--- src/rtl/key_debounce_multi.sv ---
// key_debounce_multi: per-channel sync, debounce, press/release pulses and one-shot long-press pulse
module key_debounce_multi #(
    parameter int N_CH         = 4,
    parameter int DEBOUNCE_CYC = 200000,
    parameter int LONG_CYC     = 2000000,
    parameter bit ACTIVE_HIGH  = 1'b1
) (
    input  logic            clk_cis,
    input  logic            rst_n,
    input  logic [N_CH-1:0] sw_in,
    output logic [N_CH-1:0] sw_level,
    output logic [N_CH-1:0] press_pulse,
    output logic [N_CH-1:0] release_pulse,
    output logic [N_CH-1:0] long_pulse
);
    localparam int DW = $clog2(DEBOUNCE_CYC);
    localparam int HW = $clog2(LONG_CYC + 1);
    localparam logic [DW-1:0] D_LAST = DW'(DEBOUNCE_CYC - 1);
    localparam logic [HW-1:0] H_LAST = HW'(LONG_CYC - 1);
    logic [N_CH-1:0] s1, s2;
    always_ff @(posedge clk_cis) begin
        if (!rst_n) begin
            s1 <= '0;
            s2 <= '0;
        end else begin
            s1 <= sw_in ^ {N_CH{~ACTIVE_HIGH}};
            s2 <= s1;
        end
    end
    for (genvar c = 0; c < N_CH; c++) begin : g_ch
        logic [DW-1:0] dcnt;
        logic [HW-1:0] hcnt;
        logic lvl, prs, rel, lng, fired;
        always_ff @(posedge clk_cis) begin
            if (!rst_n) begin
                dcnt <= '0;
                lvl  <= 1'b0;
                prs  <= 1'b0;
                rel  <= 1'b0;
            end else begin
                prs <= 1'b0;
                rel <= 1'b0;
                if (s2[c] == lvl) begin
                    dcnt <= '0;
                end else if (dcnt == D_LAST) begin
                    dcnt <= '0;
                    lvl  <= s2[c];
                    prs  <= s2[c];
                    rel  <= ~s2[c];
                end else begin
                    dcnt <= dcnt + 1'b1;
                end
            end
        end
        // hcnt parks at H_LAST once fired so it cannot wrap during long holds
        always_ff @(posedge clk_cis) begin
            if (!rst_n || !lvl) begin
                hcnt  <= '0;
                fired <= 1'b0;
                lng   <= 1'b0;
            end else if (!fired && hcnt == H_LAST) begin
                fired <= 1'b1;
                lng   <= 1'b1;
            end else begin
                lng  <= 1'b0;
                hcnt <= fired ? hcnt : hcnt + 1'b1;
            end
        end
        assign sw_level[c]      = lvl;
        assign press_pulse[c]   = prs;
        assign release_pulse[c] = rel;
        assign long_pulse[c]    = lng;
    end
endmodule

--- config.mk ---
export PLATFORM = sky130hd
export DESIGN_NAME = key_debounce_multi
export DESIGN_NICKNAME = d
export VERILOG_FILES = /design/src/rtl/key_debounce_multi.sv
export SDC_FILE = /design/constraint.sdc
export NUM_CORES = 1
export LEC_CHECK = 0
export CAP_MARGIN = 25
export CORE_MARGIN = 2
export CORE_UTILIZATION = 30
export DETAILED_ROUTE_END_ITERATION = 12
export PLACE_DENSITY = 0.47
export SETUP_SLACK_MARGIN = 0.3
export SLEW_MARGIN = 20
export SYNTH_ARGS = -nofsm -noshare
export SYNTH_HDL_FRONTEND = slang
export SYNTH_SLANG_ARGS = --single-unit
export TNS_END_PERCENT = 5
--- constraint.sdc ---
create_clock -name clk_cis -period 2.3 [get_ports clk_cis]
set_clock_uncertainty 0.1 [all_clocks]
set_input_delay 0.46 -clock clk_cis [delete_from_list [all_inputs] [get_ports clk_cis]]
set_output_delay 0.46 -clock clk_cis [all_outputs]
set_load 0.05 [all_outputs]
==> flow_summary.yaml <==
pwr:
  power_density_over_the_cells_mw_per_mm2: 655
  power.switching_fraction_pct: 22.7
  irDropWorstVdd_mv: 0.526
  combinationalPowerShare_pct: 0.7
  p_seq_share_pct: 53.1
  cellInternalPower_mw: 4.66
  power.leakage_nw: 3.02
  switching_power_mw: 1.37
  clock_power_share_pct: 46.2
  totalPowerFinal_mw: 6.02
worst_setup_path:
  crit_required_ps: 1740
  critical_path.slowest_cell: "sky130_fd_sc_hd__clkdlybuf4s50_1"
  worstPathCellList: "clkdlybuf4s50_1"
  worst-path-max-fanout: 2
  worst-endpoint-arrival_ps: 1550
  cp-start-kind: "flop"
  cp_top_family: "buffers and inverters"
  number_of_cells_on_the_worst_reg_to_reg_path: 5
  timing.setup.critical_path_class: "flop to output port"
  cp-end-kind: "output port"
  cp_num_buf_inv: 1
  worst_path_largest_cell_delay_ps: 800
  worstSetupPathDepth: 1
placement:
  detailedPlace.worstSlack_ps: 282
  gpl.final_weighted_congestion: 0.758
  place.detailed.hpwl_um: 10400
  placed_cell_area_mm2: 0.00865
  place_inst: 1252
  count_of_buffers_from_port_buffering: 21
clocking:
  clk_pin_slew_worst_paths_ps: 70
  clock_tree_root: "sky130_fd_sc_hd__clkbuf_16"
  tritoncts_num_sinks: 184
  cts.htree.levels: 4
  clockBufferDepth: 2
  tritoncts: "yes"
  worst_skew_pair.late_latency_ps: 430
  tritoncts.num_buffers: 17
  hold_buffers: 0
sta:
  unrepaired_setup_endpoints_after_global_routing: "yes"
  hold_viol: 0
  finalCriticalPeriod_ps: 2110
  final-setup-viol-count: 0
  slew-limit-headroom_pct: 62.6
  max_clock_freq_ghz: 0.474
  worst_hold_slack_ps: 332
  worst_pin_slew_ps: 556
  period_share_pct: 91.8
  timing.setup.tns_ps: 0
  final_max_slew_viol_count: 0
  final_critical_path_setup_slack_ps: 189
logic_synthesis:
  post_synth_most_frequent_cells: "sky130_fd_sc_hd__dfxtp_1, sky130_fd_sc_hd__nor2_1, sky130_fd_sc_hd__xor2_1"
  yosys.cell_types.count: 62
  synth-main-ff-cell: "sky130_fd_sc_hd__dfxtp_1"
  ys.warnings.count: 0
  yosys-top-cells-area: "sky130_fd_sc_hd__dfxtp_1, sky130_fd_sc_hd__xor2_1, sky130_fd_sc_hd__nor2_1"
  postSynthCellCount: 910
  yosys_register_bits: 184
  sequential_area_share_after_synthesis_pct: 45.6
  post-synth-top-area-fraction_pct: 45.6
  synth_async_sr_flop_share_pct: 0
  synth.avg_cell_area_um2: 8.88
  synthesis.area_mm2: 0.00808
  number_of_enable_type_register_cells_in_the_synthesized_netlist: 0
  synth_most_common_cell: "sky130_fd_sc_hd__dfxtp_1"
  synthDominantAreaCellType: "sky130_fd_sc_hd__dfxtp_1"
  postSynthNetCount: 924
detailed_routing:
  drtPass1Iterations: 4
  vias_per_cell: 4.62
  number_of_nets_with_antenna_violations_after_routing: 0
  wire_per_inst_um: 11.9
  drc: 0
  detailroute.via_count: 5928
  wirelength_um: 15200
  detail_route.iter0.violations: 220
floorplan:
  die_height_um: 168
  core_region_area_mm2: 0.0267
  overall_die_width_um: 168
  dieArea_mm2: 0.0283
  row_count: 60
  io_pins: 22
  start_util_pct: 30.2
global_routing:
  gr-total-overflow: 0
  maximum_number_of_pins_on_one_net_before_global_route_repair: 29
  overall_track_demand_over_capacity_in_global_routing_pct: 11.4
  grt_antenna_before_repair: 0
  grt_pass1_wl_um: 27000
  grt_pass1_vias: 5689
cells_and_area:
  multiInputGateArea_mm2: 0.00409
  postLayoutCellArea_mm2: 0.00921
  num-fill-cells: 2757
  flow.area_growth_from_synthesis_pct: 14.0
  reg_area_mm2: 0.00368
  diodes: 0
  drive_gt1_share_pct: 7.64
  design.final.nets: 944
  util_after_layout_pct: 34.4
  layoutNonFillerInstCount: 1284
worst_hold_path:
  min_delay_path_class: "flop to flop"
  hold_path_depth: 1
run:
  maxCapViolations: 0
status:
  outcome: "completed"
## registers in the layout (all words and copies together) (netlist names)
register / cells
g_ch.dcnt: 72
s2: 4
g_ch.lvl: 4
s1: 4
g_ch.fired: 4
g_ch.lng: 4
g_ch.prs: 4
g_ch.hcnt: 84
g_ch.rel: 4
## cell usage in the layout (no fill, tap or decap), types with 3 or more instances in the layout
| master | n |
|---|---|
| sky130_fd_sc_hd__a211oi_1 | 3 |
| sky130_fd_sc_hd__a21oi_1 | 10 |
| sky130_fd_sc_hd__a31oi_1 | 4 |
| sky130_fd_sc_hd__and2_1 | 18 |
| sky130_fd_sc_hd__and3_1 | 19 |
| sky130_fd_sc_hd__and4_1 | 12 |
| sky130_fd_sc_hd__buf_4 | 21 |
| sky130_fd_sc_hd__clkbuf_16 | 17 |
| sky130_fd_sc_hd__clkdlybuf4s50_1 | 15 |
| sky130_fd_sc_hd__clkinvlp_4 | 4 |
| sky130_fd_sc_hd__dfxtp_1 | 184 |
| sky130_fd_sc_hd__dlygate4sd2_1 | 3 |
| sky130_fd_sc_hd__dlymetal6s2s_1 | 3 |
| sky130_fd_sc_hd__ha_1 | 8 |
| sky130_fd_sc_hd__inv_1 | 15 |
| sky130_fd_sc_hd__inv_6 | 5 |
| sky130_fd_sc_hd__mux2i_1 | 5 |
| sky130_fd_sc_hd__nand2_1 | 65 |
| sky130_fd_sc_hd__nand3_1 | 67 |
| sky130_fd_sc_hd__nand4_1 | 24 |
| sky130_fd_sc_hd__nand4b_1 | 3 |
| sky130_fd_sc_hd__nor2_1 | 162 |
| sky130_fd_sc_hd__nor2b_1 | 7 |
| sky130_fd_sc_hd__nor3_1 | 37 |
| sky130_fd_sc_hd__nor3b_1 | 6 |
| sky130_fd_sc_hd__nor4_1 | 20 |
| sky130_fd_sc_hd__nor4bb_1 | 8 |
| sky130_fd_sc_hd__o2111ai_1 | 3 |
| sky130_fd_sc_hd__o211ai_1 | 4 |
| sky130_fd_sc_hd__o21ai_0 | 13 |
| sky130_fd_sc_hd__o31ai_1 | 4 |
| sky130_fd_sc_hd__or4_1 | 4 |
| sky130_fd_sc_hd__xnor2_1 | 56 |
| sky130_fd_sc_hd__xor2_1 | 70 |
## path summary, 6_finish.rpt
kind	from	end	slack [ps]
max	g_ch[0].lvl	sw_level[0]	190
max reg2reg	g_ch[0].hcnt[12]	g_ch[0].hcnt[5]	320
min	s1[2]	s2[2]	330
min reg2reg	s1[2]	s2[2]	330
## what timing repair did
action | 4_1_cts | 5_1_grt
setup buffers | 0 | 0
setup endpoints to repair | 16 | 74
resized for setup | 3 | 3
## final cells by class
| type | instances | share of cell area (%) |
|---|---|---|
| Inverter | 15 | 0.612 |
| Multi-Input combinational cell | 669 | 44.5 |
| Timing Repair Buffer | 43 | 4.25 |
| Sequential cell | 184 | 40.0 |
| Clock inverter | 13 | 1.20 |
| Clock buffer | 19 | 4.81 |
| Tap cell | 341 | 4.64 |
## cell families (layout without fill, tap and decap cells)
| logic type | count (synthesis) | in the layout | share of synthesized area (%) |
|---|---|---|---|
| AO/OA/AOI/OAI | 56 | 56 | 4.99 |
| flip-flops | 184 | 184 | 45.6 |
| buffers and inverters | 57 | 90 | 3.72 |
| adder cells (fa/ha/maj) | 8 | 8 | 1.24 |
| AND/OR/NAND/NOR | 474 | 474 | 30.2 |
| multiplexers | 5 | 5 | 0.620 |
| XOR/XNOR | 126 | 126 | 13.7 |
## power by group through the flow
stage	Combinational (mW)	Sequential [mW]	Clock, mW
after floorplan	0.0245	3.27	0
after detailed placement	0.0444	3.27	0
after CTS	0.0447	3.20	2.90
after global routing	0.0492	3.20	3.02
final	0.0435	3.20	2.78
after global placement	0.0448	3.27	0
## per-layer routing
metal	track usage (%)	wire [um]	up-vias	share of wire (%)
li1	-	-	3163	-
met1	15.6	8180	2693	54
met2	17.9	6500	57	43
met3	2.87	388	15	2.5
met4	3.30	175	0	1.1
met5	0	0	-	0
(Power assumes the default switching activity.)
